===== config.mk =====
export PLATFORM = sky130hd
export DESIGN_NAME = seq_hit_window_cnt
export DESIGN_NICKNAME = d
export VERILOG_FILES = /design/src/rtl/seq_hit_window_cnt.sv
export SDC_FILE = /design/constraint.sdc
export NUM_CORES = 1
export LEC_CHECK = 0
export CAP_MARGIN = 30
export CELL_PAD_IN_SITES_DETAIL_PLACEMENT = 1
export CELL_PAD_IN_SITES_GLOBAL_PLACEMENT = 1
export CORE_ASPECT_RATIO = 1.75
export CORE_MARGIN = 3
export CORE_UTILIZATION = 25
export DETAILED_ROUTE_END_ITERATION = 12
export GPL_ROUTABILITY_DRIVEN = 0
export GPL_TIMING_DRIVEN = 0
export PLACE_DENSITY = 0.55
export SYNTH_ARGS = -nofsm -noshare
export SYNTH_HDL_FRONTEND = slang
export SYNTH_SLANG_ARGS = --single-unit
export TNS_END_PERCENT = 30

===== constraint.sdc =====
create_clock -name clk -period 2.8 [get_ports clk]
set_clock_uncertainty 0.2 [all_clocks]
set_input_delay 0.42 -clock clk [delete_from_list [all_inputs] [get_ports clk]]
set_output_delay 0.42 -clock clk [all_outputs]
set_load 0.02 [all_outputs]

===== src/rtl/seq_hit_window_cnt.sv =====
// Counts sequence-detector hits over a programmable window and hands the result downstream via valid/ready.
// Optional drop counter for hits outside the window: define HIT_DROP_CNT_EN.
module seq_hit_window_cnt #(
  parameter int CNT_W = 8,
  parameter int WIN_W = 16
) (
  input  logic             clk,
  input  logic             rst_n,
  input  logic             start,
  input  logic [WIN_W-1:0] win_len,
  input  logic             hit_in,
  output logic             busy,
  output logic             cnt_vld,
  input  logic             cnt_rdy,
  output logic [CNT_W-1:0] hit_cnt,
`ifdef HIT_DROP_CNT_EN
  output logic [CNT_W-1:0] drop_cnt,
`endif
  output logic             ovf
);

  typedef enum logic [1:0] {IDLE, COUNT, REPORT} state_t;

  localparam logic [WIN_W-1:0] WIN_ONE = WIN_W'(1);
  localparam logic [CNT_W-1:0] CNT_ONE = CNT_W'(1);
  localparam logic [CNT_W-1:0] CNT_MAX = '1;

  state_t           state, state_n;
  logic [WIN_W-1:0] win_cnt, win_cnt_n;
  logic [CNT_W-1:0] hit_cnt_n;
  logic             ovf_n, busy_n, cnt_vld_n;

  always_ff @(posedge clk) begin
    if (!rst_n) begin
      state   <= IDLE;
      win_cnt <= '0;
      hit_cnt <= '0;
      ovf     <= 1'b0;
      busy    <= 1'b0;
      cnt_vld <= 1'b0;
    end else begin
      state   <= state_n;
      win_cnt <= win_cnt_n;
      hit_cnt <= hit_cnt_n;
      ovf     <= ovf_n;
      busy    <= busy_n;
      cnt_vld <= cnt_vld_n;
    end
  end

  always_comb begin
    state_n   = state;
    win_cnt_n = win_cnt;
    hit_cnt_n = hit_cnt;
    ovf_n     = ovf;
    busy_n    = busy;
    cnt_vld_n = cnt_vld;
    case (state)
      IDLE: begin
        if (start) begin
          state_n   = COUNT;
          win_cnt_n = (win_len == '0) ? WIN_ONE : win_len;
          hit_cnt_n = '0;
          ovf_n     = 1'b0;
          busy_n    = 1'b1;
        end
      end
      COUNT: begin
        win_cnt_n = win_cnt - WIN_ONE;
        if (hit_in) begin
          if (hit_cnt == CNT_MAX) ovf_n = 1'b1;
          else                    hit_cnt_n = hit_cnt + CNT_ONE;
        end
        // The last counted cycle still takes its hit; result is valid on the same edge.
        if (win_cnt <= WIN_ONE) begin
          state_n   = REPORT;
          cnt_vld_n = 1'b1;
        end
      end
      REPORT: begin
        if (cnt_rdy) begin
          state_n   = IDLE;
          cnt_vld_n = 1'b0;
          busy_n    = 1'b0;
        end
      end
      default: begin
        state_n   = IDLE;
        cnt_vld_n = 1'b0;
        busy_n    = 1'b0;
      end
    endcase
  end

`ifdef HIT_DROP_CNT_EN
  // Hits arriving outside COUNT are lost to the window; tally them, saturating.
  always_ff @(posedge clk) begin
    if (!rst_n)
      drop_cnt <= '0;
    else if (hit_in && state != COUNT && drop_cnt != CNT_MAX)
      drop_cnt <= drop_cnt + CNT_ONE;
  end
`endif

endmodule


# Word-level counts from Yosys, hierarchy flattened
# Index checks and enable logic that the tools add are counted.
[word_totals] regBits=29 inputBits=21 output_inout_bits=11 word_cells=49
[op_classes] n_addsub=2 order_cmp=1 n_eq_ne=9 mux=20 n_bitwise=2 reduce_logical=9
[ops] op="$mux W16" n=2
[ops] op="$pmux W16 S2" n=1
[ops] op="$mux W8" n=3
[ops] op="$le A16 B1 Y1 const B" n=1
[ops] op="$logic_not A16 Y1" n=1
[ops] op="$pmux W8 S2" n=1
[ops] op="$sub A16 B1 Y16 const B" n=1
[ops] op="$ne A2 B2 Y1 const B" n=6
[ops] op="$reduce_and A3 Y1" n=3
[ops] op="$add A8 B1 Y8 const B" n=1
[ops] op="$eq A8 B8 Y1 const B" n=1
[ops] op="$reduce_and A4 Y1" n=2
[ops] op="$mux W1" n=6
[ops] op="$mux W2" n=3
[ops] op="$pmux W1 S3" n=2
[ops] op="$pmux W2 S3" n=1
[ops] op="$eq A2 B1 Y1 const B" n=1
[ops] op="$eq A2 B2 Y1 const B" n=1
[ops] op="$logic_not A2 Y1" n=1
[ops] op="$not A1 Y1" n=2
[ops] op="$pmux W1 S2" n=1
[ops] op="$reduce_and A2 Y1" n=1
[ops] op="$reduce_bool A2 Y1" n=1

# Logic depth before layout (Yosys ltp)
# Gate-level depths: netlist of run 1.
[depth] depth_word=4 ltp_mapped=7 depth_no_buf=6

# Worst setup path after synthesis of run 1
# OpenSTA, ideal clock, no wires.
[synth_path] kind="reg-to-reg" startpoint="register win_cnt[8]" endpoint="register state[1]" setup_ps=72 t_arrival_ps=1838 t_required_ps=2528 setup_slack_ps=690 stages_incl_launch_ff=5 n_path_buf=0 period_less_slack_ps=2110 cell_sequence="dfxtp_1 or4_4 or4_4 or4_1 a21oi_1"
[synth_between] elab_chain_cells=3
[synth_lines] element="start: declaration" line_no="29" source="logic [WIN_W-1:0] win_cnt, win_cnt_n;"
[synth_lines] element="start signal: assignment" line_no="43" source="win_cnt <= win_cnt_n;"
[synth_lines] element="$le A16 B1 Y1" line_no="75" source="if (win_cnt <= WIN_ONE) begin"
[synth_lines] element="$ne A2 B2 Y1 (no line)"
[synth_lines] element="$reduce_and A3 Y1 (no line)"
[synth_lines] element="end signal: assignment" line_no="42" source="state <= state_n;"
[synth_lines] element="end: declaration" line_no="28" source="state_t state, state_n;"
# No other way between the ends.
# A chain may end at the register's enable or synchronous reset.

# Final worst setup path of run 1
[layout_path] startpoint="register state[0]" endpoint="register win_cnt[7]"
[layout_between] elab_chain_cells=3 elab_cells_between_ends=6 classes_between="2 x eq/ne; 1 x mux; 3 x reduce/logical"
[layout_lines] element="$eq A2 B1 Y1 / $logic_not A2 Y1 (equally long branches)" line_no="58" source="case (state)"
[layout_lines] element="$reduce_bool A2 Y1 (no line) / $ne A2 B2 Y1 (equally long branches)"
[layout_lines] element="$reduce_and A2 Y1 (no line)"
# Several ways; a longest one is shown, not always the timed one.

==> results.toml, run 1 <==
[run_status]
status = "finished clean"

[pwr]
p_total_uw = 1110
peakVddDrop_mv = 0.236
power_density_mw_per_mm2 = 523
p_leak_uw = 0.000698

[die]
fp-row-count = 38
die_x_um = 67.1
fp.dieH_um = 113
die_area_sq_mm = 0.00757
io_pins = 32
start_util_pct = 26.0
coreArea_sq_mm = 0.00628

[synthesis]
post_synth_num_cell_types = 45
yosys.cell_count.top_type = "dfxtp_1"
syn_nets = 228
async_reset_ff_share_pct = 0
synth_top_cell_by_area = "dfxtp_1"
yosysWarningCount = 0
yosys_most_used_dff = "dfxtp_1"
synth_seq_cells = 29
synth_edf_count = 0
syn_inst = 204
syn_area_per_cell_sq_um = 8.00
synth_commonest_cells = "dfxtp_1 (29), nor2_1 (17), a21oi_1 (16)"
syn_area_sq_mm = 0.00163
synth_top_cell_area_share_pct = 35.6
yosysSeqAreaShare_pct = 35.6
yosys-top-cells-area = "dfxtp_1 (36%), a21oi_1 (4.9%), nor2_1 (3.9%)"

[routing]
drtIter0Drc = 89
drc_errors = 0
antenna_left = 0
drt-wirelength-per-cell_um = 18.4
avgViaCountPerCell = 5.48
first_pass_iters = 4
drt_wl_total_um = 5930
vias = 1763

[global_route]
grt_usage_pct = 16.9
antenna_found_initial = 0
grt-ovfl-total = 0
first_global_vias = 1828
grt_first_pass_wirelength_um = 9710
grt_max_degree = 11

[setup_path]
critPathRequiredTime_ns = 2.76
rr_worst_depth = 6
critPathCaptureType = "flop"
criticalPathCategory = "reg2reg"
worstPathMaxFanout = 10
start_kind = "flop"
crit_arrival_ns = 2.37

[timing]
max-slew-margin-rel_pct = 41.6
finalHoldWorstSlack_ns = 0.284
tns_ns = 0
tightest_slew_ns = 0.874
hold_viol = 0
post-route-period-util_pct = 86.0
max_freq_ghz = 0.415
rsz0062_at_grt = "no"
setup_viol = 0
drv_slew = 0
period_needed_ns = 2.41

[cells_and_area]
fin_nets = 265
drive_above_1_share_pct = 6.20
post-route-util_pct = 33.8
finalInstanceArea_sq_mm = 0.00212
antennaDiodeCount = 0
area_growth_pct = 30.0

[clock_tree]
post-cts-setup-buffers = 0
clockRootBuffer = "clkbuf_8"
htreeDepth = 2
cts_tree = "yes"
clk_pin_slew_ns = 0.07
clk_latency_ns = 0.29
cts.sinks = 29
cts-resized-gates = 0
cts_made_buffers = 5
clockBufferDepth = 2
hold_buffers = 0

[place]
portBuffers = 31
dpl.hpwl_um = 4480
placed_cell_area_sq_mm = 0.00204

[min_path]
holdCritPathClass = "reg2reg"
min_path_cells = 2

[flow_run]
max_cap_violations = 0
kinds of logic (layout without fill, tap and decap cells):
| logic type | Yosys count | after routing | synth area share (%) |
|---|---|---|---|
| adders and majority gates | 3 | 3 | 2.30 |
| and+or+nand+nor | 82 | 82 | 27.8 |
| DFF | 29 | 29 | 35.6 |
| xor gates and xnor gates | 3 | 3 | 1.61 |
| AOI/OAI and AO/OA | 65 | 65 | 26.8 |
| muxes | 2 | 2 | 1.30 |
| buffers and inverters | 20 | 58 | 4.60 |
cell usage in the layout (no fill, tap or decap), types with 7 or more instances in the layout:
master,count
nor3_1,10
dfxtp_1,29
o211ai_1,7
nor2_1,17
clkdlybuf4s50_1,31
nor4_1,8
a21oi_1,16
clkbuf_1,13
nand2_1,12
o21ai_0,12
metrics by stage:
step                      setup slack, ns  std cells
final                               0.393        322
after global routing                0.154        322
after floorplan                     0.690        204
after detailed placement           -0.182        315
after global placement             -0.169        315
after CTS                           0.106        323
routing by layer:
layer	track usage (%)	routed length (um)
met4	7.59	178
met5	0	0
met2	30.4	3170
met1	18.8	2390
met3	2.58	192
power breakdown:
part / switching [uW] / internal (uW)
registers: 37.6 / 444
logic: 163 / 119
clock network: 172 / 172
path summary, 6_finish.rpt:
check,startpoint,endpoint,slack (ns)
min reg2reg,ovf,ovf,0.28
max,state[0],win_cnt[7],0.39
max reg2reg,state[0],win_cnt[7],0.39
min,ovf,ovf,0.28
final cells by class:
class	count	area, sq um
sequential	29	581
clock inverter	2	10.0
tap	80	100
inverter	7	26.3
fill	777	4160
buffer	12	45.0
timing repair buffer	31	310
multi-input combinational	155	976
clock buffer	6	72.6
sequential cells by signal, summed over array words and instances (netlist names):
| name | flops |
|---|---|
| busy | 1 |
| cnt_vld | 1 |
| state | 2 |
| hit_cnt | 8 |
| win_cnt | 16 |
| ovf | 1 |
critical path, cell delays in order, from the launching register on:
cell and delay [ns]:
dfxtp_1 0.30, clkbuf_1 0.20, clkbuf_1 0.29, nor3b_1 0.79, nor2_1 0.19, o311ai_0 0.17
o21ai_0 0.14
Power figures use the tool's default switching activity.
==> inputs of run 2 (changes only) <==
--- a/config.mk
+++ b/config.mk
@@ -11,6 +11,7 @@
 export CORE_ASPECT_RATIO = 1.75
 export CORE_MARGIN = 3
 export CORE_UTILIZATION = 25
+export CTS_CLUSTER_SIZE = 25
 export DETAILED_ROUTE_END_ITERATION = 12
 export GPL_ROUTABILITY_DRIVEN = 0
 export GPL_TIMING_DRIVEN = 0
==> results of run 2 <==
Final layout, timing and power as in run 1 (identical DEF).
